$ cat src/rtl/operand_fetch.sv
// ---------------------------------------------------------------------------
// operand_fetch
//
// Register-file client for the 8-bit processor datapath. Decoded instructions
// arrive over a valid/ready handshake. The block drives the regfile read
// ports, forwards same-cycle write-back data, and holds the captured operands
// in a registered output stage for the execute stage. It also owns the
// regfile write port, which is fed from the write-back bus. A pending-write
// scoreboard stalls any instruction that would read, or overwrite, a
// register whose write-back is still outstanding.
//
// Ports:
//   clk, rst_n             clock, asynchronous active-low reset
//   in_valid/in_ready      instruction handshake (in_ready is combinational)
//   in_rs1, in_rs2, in_rd  source and destination register addresses
//   in_wen                 instruction writes in_rd
//   out_valid/out_ready    operand bundle handshake toward execute
//   out_op1, out_op2       captured operand values
//   out_rd, out_wen        destination and write flag, passed through
//   wb_valid/addr/data     write-back bus (no backpressure)
//   regwrite, wa, wd       regfile write port
//   ra1, ra2 / rd1, rd2    regfile read addresses / combinational read data
//   busy                   scoreboard, bit n = write to register n pending
//   stall_cnt              saturating count of stalled input cycles
// ---------------------------------------------------------------------------
module operand_fetch #(
    parameter  int DW = 8,
    parameter  int AW = 3,
    localparam int NR = 1 << AW
) (
    input  logic          clk,
    input  logic          rst_n,

    input  logic          in_valid,
    output logic          in_ready,
    input  logic [AW-1:0] in_rs1,
    input  logic [AW-1:0] in_rs2,
    input  logic [AW-1:0] in_rd,
    input  logic          in_wen,

    output logic          out_valid,
    input  logic          out_ready,
    output logic [DW-1:0] out_op1,
    output logic [DW-1:0] out_op2,
    output logic [AW-1:0] out_rd,
    output logic          out_wen,

    input  logic          wb_valid,
    input  logic [AW-1:0] wb_addr,
    input  logic [DW-1:0] wb_data,

    output logic          regwrite,
    output logic [AW-1:0] wa,
    output logic [DW-1:0] wd,
    output logic [AW-1:0] ra1,
    output logic [AW-1:0] ra2,
    input  logic [DW-1:0] rd1,
    input  logic [DW-1:0] rd2,

    output logic [NR-1:0] busy,
    output logic [15:0]   stall_cnt
);

    logic          clr1;
    logic          clr2;
    logic          clrd;
    logic          haz;
    logic          accept;
    logic          stall;
    logic [DW-1:0] op1_src;
    logic [DW-1:0] op2_src;
    logic [NR-1:0] busy_next;

    // The regfile ports are plain wiring. The write enable is gated with
    // rst_n so that a write-back in flight when reset asserts never lands.
    assign ra1      = in_rs1;
    assign ra2      = in_rs2;
    assign regwrite = wb_valid & rst_n;
    assign wa       = wb_addr;
    assign wd       = wb_data;

    // Match each register the instruction touches against the write-back
    // bus. A match does two things. It selects wb_data over the regfile value,
    // which would still be stale this cycle. It also releases the matching
    // scoreboard bit early, so a dependent instruction issues in the very
    // cycle its producer writes back.
    always_comb begin
        clr1    = wb_valid & (wb_addr == in_rs1);
        clr2    = wb_valid & (wb_addr == in_rs2);
        clrd    = wb_valid & (wb_addr == in_rd);
        op1_src = clr1 ? wb_data : rd1;
        op2_src = clr2 ? wb_data : rd2;
    end

    // A hazard exists if either source is still pending (RAW). A hazard also
    // exists if the destination is pending and this instruction writes it
    // (WAW). The WAW check keeps a single busy bit sufficient per register.
    // in_ready also needs room in the output stage: the stage must be empty,
    // or draining this cycle.
    always_comb begin
        haz = (busy[in_rs1] & ~clr1)
            | (busy[in_rs2] & ~clr2)
            | (in_wen & busy[in_rd] & ~clrd);
        in_ready = ~haz & (~out_valid | out_ready);
        accept   = in_valid & in_ready;
        stall    = in_valid & ~in_ready;
    end

    // Next scoreboard value. Apply the write-back clear first, then the new
    // reservation. When both hit the same register, the set wins, because
    // the newly accepted instruction still owes a write. A write-back to an
    // idle register simply clears an already-clear bit.
    always_comb begin
        busy_next = busy;
        if (wb_valid) begin
            busy_next[wb_addr] = 1'b0;
        end
        if (accept && in_wen) begin
            busy_next[in_rd] = 1'b1;
        end
    end

    // Registered output stage. An accept loads a fresh bundle. This covers
    // the case where the old bundle drains in the same cycle, which gives
    // one bundle per cycle at full throughput. A drain with no accept only
    // drops out_valid and leaves the data fields as they were. Under
    // backpressure nothing here changes.
    always_ff @(posedge clk or negedge rst_n) begin
        if (!rst_n) begin
            out_valid <= 1'b0;
            out_op1   <= '0;
            out_op2   <= '0;
            out_rd    <= '0;
            out_wen   <= 1'b0;
        end else if (accept) begin
            out_valid <= 1'b1;
            out_op1   <= op1_src;
            out_op2   <= op2_src;
            out_rd    <= in_rd;
            out_wen   <= in_wen;
        end else if (out_ready) begin
            out_valid <= 1'b0;
        end
    end

    // Pending-write scoreboard. Reset drops every reservation, because the
    // instructions that owned them are discarded along with the held bundle.
    always_ff @(posedge clk or negedge rst_n) begin
        if (!rst_n) begin
            busy <= '0;
        end else begin
            busy <= busy_next;
        end
    end

    // Stall counter. It counts cycles where an instruction was offered but
    // could not be taken, for either reason (hazard or full output stage).
    // It sticks at all-ones rather than wrapping, so a long stall never
    // looks short.
    always_ff @(posedge clk or negedge rst_n) begin
        if (!rst_n) begin
            stall_cnt <= '0;
        end else if (stall && (stall_cnt != 16'hFFFF)) begin
            stall_cnt <= stall_cnt + 16'd1;
        end
    end

endmodule

$ cat config.mk
export PLATFORM = sky130hd
export DESIGN_NAME = operand_fetch
export DESIGN_NICKNAME = d
export VERILOG_FILES = /design/src/rtl/operand_fetch.sv
export SDC_FILE = /design/constraint.sdc
export NUM_CORES = 1
export LEC_CHECK = 0
export ABC_AREA = 1
export CORE_UTILIZATION = 35
export DETAILED_ROUTE_END_ITERATION = 8
export PLACE_DENSITY = 0.67
export SYNTH_ARGS = -nofsm -noshare
export SYNTH_HDL_FRONTEND = slang
export SYNTH_SLANG_ARGS = --single-unit
$ cat constraint.sdc
create_clock -name clk -period 1.81 [get_ports clk]
set_clock_uncertainty 0.15 [all_clocks]
set_input_delay 0.2715 -clock clk [delete_from_list [all_inputs] [get_ports clk]]
set_output_delay 0.2715 -clock clk [all_outputs]
set_load 0.01 [all_outputs]
**Word-level counts from Yosys, hierarchy flattened**

Cells that the tools add are included.

- Flip-flop bits (word level): 45
- Bits in latches: 0
- Bits in writable memories: 0
- ROM bits: 0
- Logic and storage cells: 62
- Memories kept: 0

- Add/subtract/negate cells: 1
- Multipliers: 0
- Divide/modulo/power cells: 0
- Magnitude comparators: 6
- Equality and inequality tests: 4
- Shift-type cells: 0
- Mux-type cells: 16
- Bitwise operators: 23
- Reduce and logical (&&, ||, !) cells: 5

Operator list:

| kind | count |
|---|---|
| $mux W8 | 4 |
| $add A16 B1 Y16 const B | 1 |
| $lt A3 B4 Y1 const B | 4 |
| $ne A16 B16 Y1 const B | 1 |
| $and A1 B1 Y1 | 11 |
| $bmux W1 S3 | 3 |
| $eq A3 B3 Y1 | 3 |
| $and A8 B8 Y8 | 1 |
| $not A8 Y8 | 1 |
| $or A8 B8 Y8 | 1 |
| $mux W1 | 7 |
| $demux W1 S3 | 2 |
| $ge A3 B1 Y1 const B | 2 |
| $not A1 Y1 | 6 |
| $logic_and A1 B1 Y1 | 4 |
| $or A1 B1 Y1 | 3 |
| $reduce_bool A2 Y1 | 1 |

**Logic depth before layout (Yosys ltp)**

- Word-level depth: 11
- Depth in mapped cells: 14
- Depth with buffers taken out: 12

**Least setup slack after synthesis**

Ideal clock, no wire load.

- Path type: flip-flop to flip-flop
- From: register stall_cnt[0]
- To: register stall_cnt[10]
- Setup time: 0.117 ns
- Arrival: 1.558 ns
- Required time: 1.543 ns
- Slack: -0.016 ns
- Stages on the path, launching flop included: 10
- Buffers on the path: 1
- Period minus slack after synthesis: 1.826 ns
- Path through: dfrtp_1 ha_1 nand2_1 nor2_1 nand2_1 nor2_1 nand2_1 clkbuf_1 nand4_1 nand2_1

- Cells in the longest elaborated chain, start to end: 2
- Elaborated cells between the ends (all ways): 3
- Classes of those cells: add/sub (1); eq/ne (1); reduce/logical (1)

RTL lines:

| item | line | text |
|---|---|---|
| start: declaration | 61 | `output logic [15:0] stall_cnt` |
| start signal: assignment | 164 | `stall_cnt <= stall_cnt + 16'd1;` |
| parallel branches: the longest is 2 deep, another holds $add A16 B1 Y16 | - |  |

Several ways; the timed one is not identified.
A chain may end at the register's enable or synchronous reset.

**Worst setup path in the final report**

- From: register busy[2]
- To: output port in_ready

- Cells in the longest elaborated chain, start to end: 7
- Elaborated cells between the ends (all ways): 14
- Classes of those cells: mux (6); bitwise (8)

RTL lines:

| item | line | text |
|---|---|---|
| start: declaration | 60 | `output logic [NR-1:0] busy,` |
| start signal: assignment | 152 | `busy <= busy_next;` |
| $bmux W1 S3 (on tied branches) | 101, 102, 103 |  |
| $mux W1 (on tied branches) | 101, 102, 103 |  |
| $and A1 B1 Y1 (on tied branches) | 101, 102, 103 |  |
| $or A1 B1 Y1 / $and A1 B1 Y1 (equally long branches) | 102, 103 |  |
| $or A1 B1 Y1 (*) | 103 | `\| (in_wen & busy[in_rd] & ~clrd);` |
| $not A1 Y1 (*) | 104 | `in_ready = ~haz & (~out_valid \| out_ready);` |
| $and A1 B1 Y1 (*) | 104 |  |
| end: declaration | 35 | `output logic in_ready,` |

Every way passes the cells marked *; elsewhere a longest branch is shown, timed or not. The select of a mux whose other input is x is not followed.

==> results.cfg <==
[power]
leakage_nw = 2.46
peakVddDrop_mv = 0.594
p_per_area_nw_per_um2 = 800
power.total_mw = 3.90

[grt]
grt_pass1_vias = 3022
grt_pass1_wl_mm = 14.5
grt_overflow = 0
grt_util_all_layers_pct = 20.5
grt_max_degree = 46
antenna_found_initial = 1

[cts]
clk_latency_ps = 310
path_clk_slew_ps = 90
cts.htree.levels = 2
cts_root_buffer = clkbuf_8
cts.sinks = 45
cts_tree = yes
cts_inserted_buffers = 5
ctsLongestPathBuffers = 2

[finish]
final_layout_size_suffix_gt1_share_pct = 31.6
design_area_sq_um = 4880
layout_common_cells = nand2_1 (102), clkdlybuf4s50_1 (82), buf_4 (60)
nFillCells = 781
area_growth_pct = 58.8
layout_commonest_cell = nand2_1
final_cells = 660
nNetsFinal = 596
utilization_pct = 58.5

[sta]
period_needed_ps = 1910
max_freq_mhz = 525
worst_pin_slew_ps = 591
fin_tns_setup_ps = -687
rsz0062_at_grt = true
drv_slew = 0
relSlewSlack_pct = 60.6
finalHoldViolations = 0
finalSetupViolCount = 21
period_share_pct = 105
setup_slack_ps = -95.1
timing.hold.ws_ps = 298

[critical_path]
endpoint = in_ready
crit_path_start_kind = flop
required_ps = 1390
endpoint_kind = output pin
crit_path_max_fanout = 3
rrSetupSlack_ps = -40
r2r_end = out_op2[6]
timing.rr.start = busy[2]
startpoint = busy[2]
reg2regPathDepth = 12
path_class = reg -> out
crit_arrival_ps = 1480

[placement]
hpwlAfterDp_mm = 7.15
portBuffers = 105
dp_slack_ps = -760
place_area_sq_um = 4540
gp_congestion = 0.924
placed_cells = 641

[synthesis]
synth_edf_count = 0
ys_dominant_reg_cell = dfrtp_1
synth_nets = 440
ys_seq_elements = 45
synth_area_sq_um = 3070
yosys_warnings = 0
ys_types = 30
synth_cells = 397
synth.area.top_cells = dfrtp_1 (37%), nand2_1 (13%), o21ai_2 (6.0%)
synth_top_area_share_pct = 36.7
seq_area_frac_synth_pct = 36.7
async_flop_share_pct = 100
syn_avg_cell_area_sq_um = 7.73
yosysTopAreaCell = dfrtp_1

[die]
die_x_um = 95.7
start_util_pct = 36.8
core_area_sq_um = 8340
rows = 33
fp.dieArea_sq_um = 9150
boundaryPins = 106
fp.dieH_um = 95.7

[outcome]
failed_checks = setup timing
status = finished, violations left

[route]
first_pass_iters = 4
vias_per_cell = 4.98
drc_errors = 0
num_vias = 3290
detail-route-antenna-nets = 0
drt_iter0_drc = 179
finalWirelength_mm = 9.52
routedWlPerCell_um = 14.4

[worst_hold_path]
hp-class = in -> reg
hold_path_depth = 4

[run]
max-cap-violations = 0
-- worst min path at each step --
stage / from / to / slack (ps)
finish: in_rd[1] / out_rd[1] / 300
global route: in_rd[2] / out_rd[2] / 320
CTS: out_op2[5] / out_op2[5] / 340
floorplan: rst_n / busy[0] / -170
global placement: rst_n / out_op1[3] / 270
detailed placement: rst_n / out_op1[3] / 270
-- cell usage after synthesis (2+ instances only) --
library cell / n
nand2_1: 108
dfrtp_1: 45
inv_1: 30
nand4_1: 28
nor2_1: 27
nand3_1: 25
o21ai_2: 21
nand2_2: 20
buf_4: 18
mux2i_1: 16
o21ai_0: 9
nor3_1: 8
xor2_1: 6
buf_2: 5
buf_6: 4
inv_2: 4
nand2_4: 4
xnor2_1: 4
clkbuf_1: 3
a21oi_1: 2
-- sequential cells by signal, indices dropped and copies added (netlist names) --
register / count
stall_cnt: 16
busy: 8
out_op1: 8
out_op2: 8
out_rd: 3
out_valid: 1
out_wen: 1
-- cell type report --
| type | instances | area (sq um) | area share [%] |
|---|---|---|---|
| Multi-Input combinational cell | 286 | 1690 | 34.7 |
| Sequential cell | 45 | 1130 | 23.2 |
| Timing Repair Buffer | 180 | 1690 | 34.7 |
| Clock inverter | 3 | 25.0 | 0.513 |
| Antenna cell | 1 | 2.50 | 0.0513 |
| Clock buffer | 5 | 68.8 | 1.41 |
| Tap cell | 105 | 131 | 2.69 |
| Inverter | 35 | 133 | 2.72 |
-- worst max-delay path, stage by stage, from the launching register on --
cell	delay, ps
dfrtp_1	440
inv_2	100
nand2_1	60
nand3_1	90
nand3_2	90
nand3_4	110
nand2_4	80
nor2_8	110
buf_6	110
-- layer usage --
metal  track usage, %  share of wire, %  vias to the layer above
li1                 -                 -                     1601
met1             28.5                46                     1563
met2             33.0                47                      118
met3             4.39               6.8                        8
met4             3.73              0.54                        0
met5                0                 0                        -
-- kinds of logic after synthesis --
family,Yosys count,share of synthesized area [%]
buffers and inverters,66,11.5
flip-flops,45,36.7
adder cells (fa/ha/maj),1,0.407
AND/OR/NAND/NOR,226,35.5
multiplexers,16,5.22
XOR/XNOR,10,2.85
AO/OA/AOI/OAI,33,7.95
-- power by group --
group          internal [mW]  switching (mW)  total [mW]
sequential              1.23           0.187        1.42
clock                  0.279           0.387       0.666
combinational          0.988           0.825        1.81
total                   2.50            1.40        3.90
-- timing repair --
action                                 in CTS  in global routing
gates resized for setup                    42                 42
gates cloned                                0                  3
endpoints found under the hold margin      45                  0
buffers inserted                            1                  5
pin swaps                                  15                 13
hold buffers                                1                  0
setup endpoints to repair                  60                 44
No activity file was read; power rests on OpenSTA's default activity.
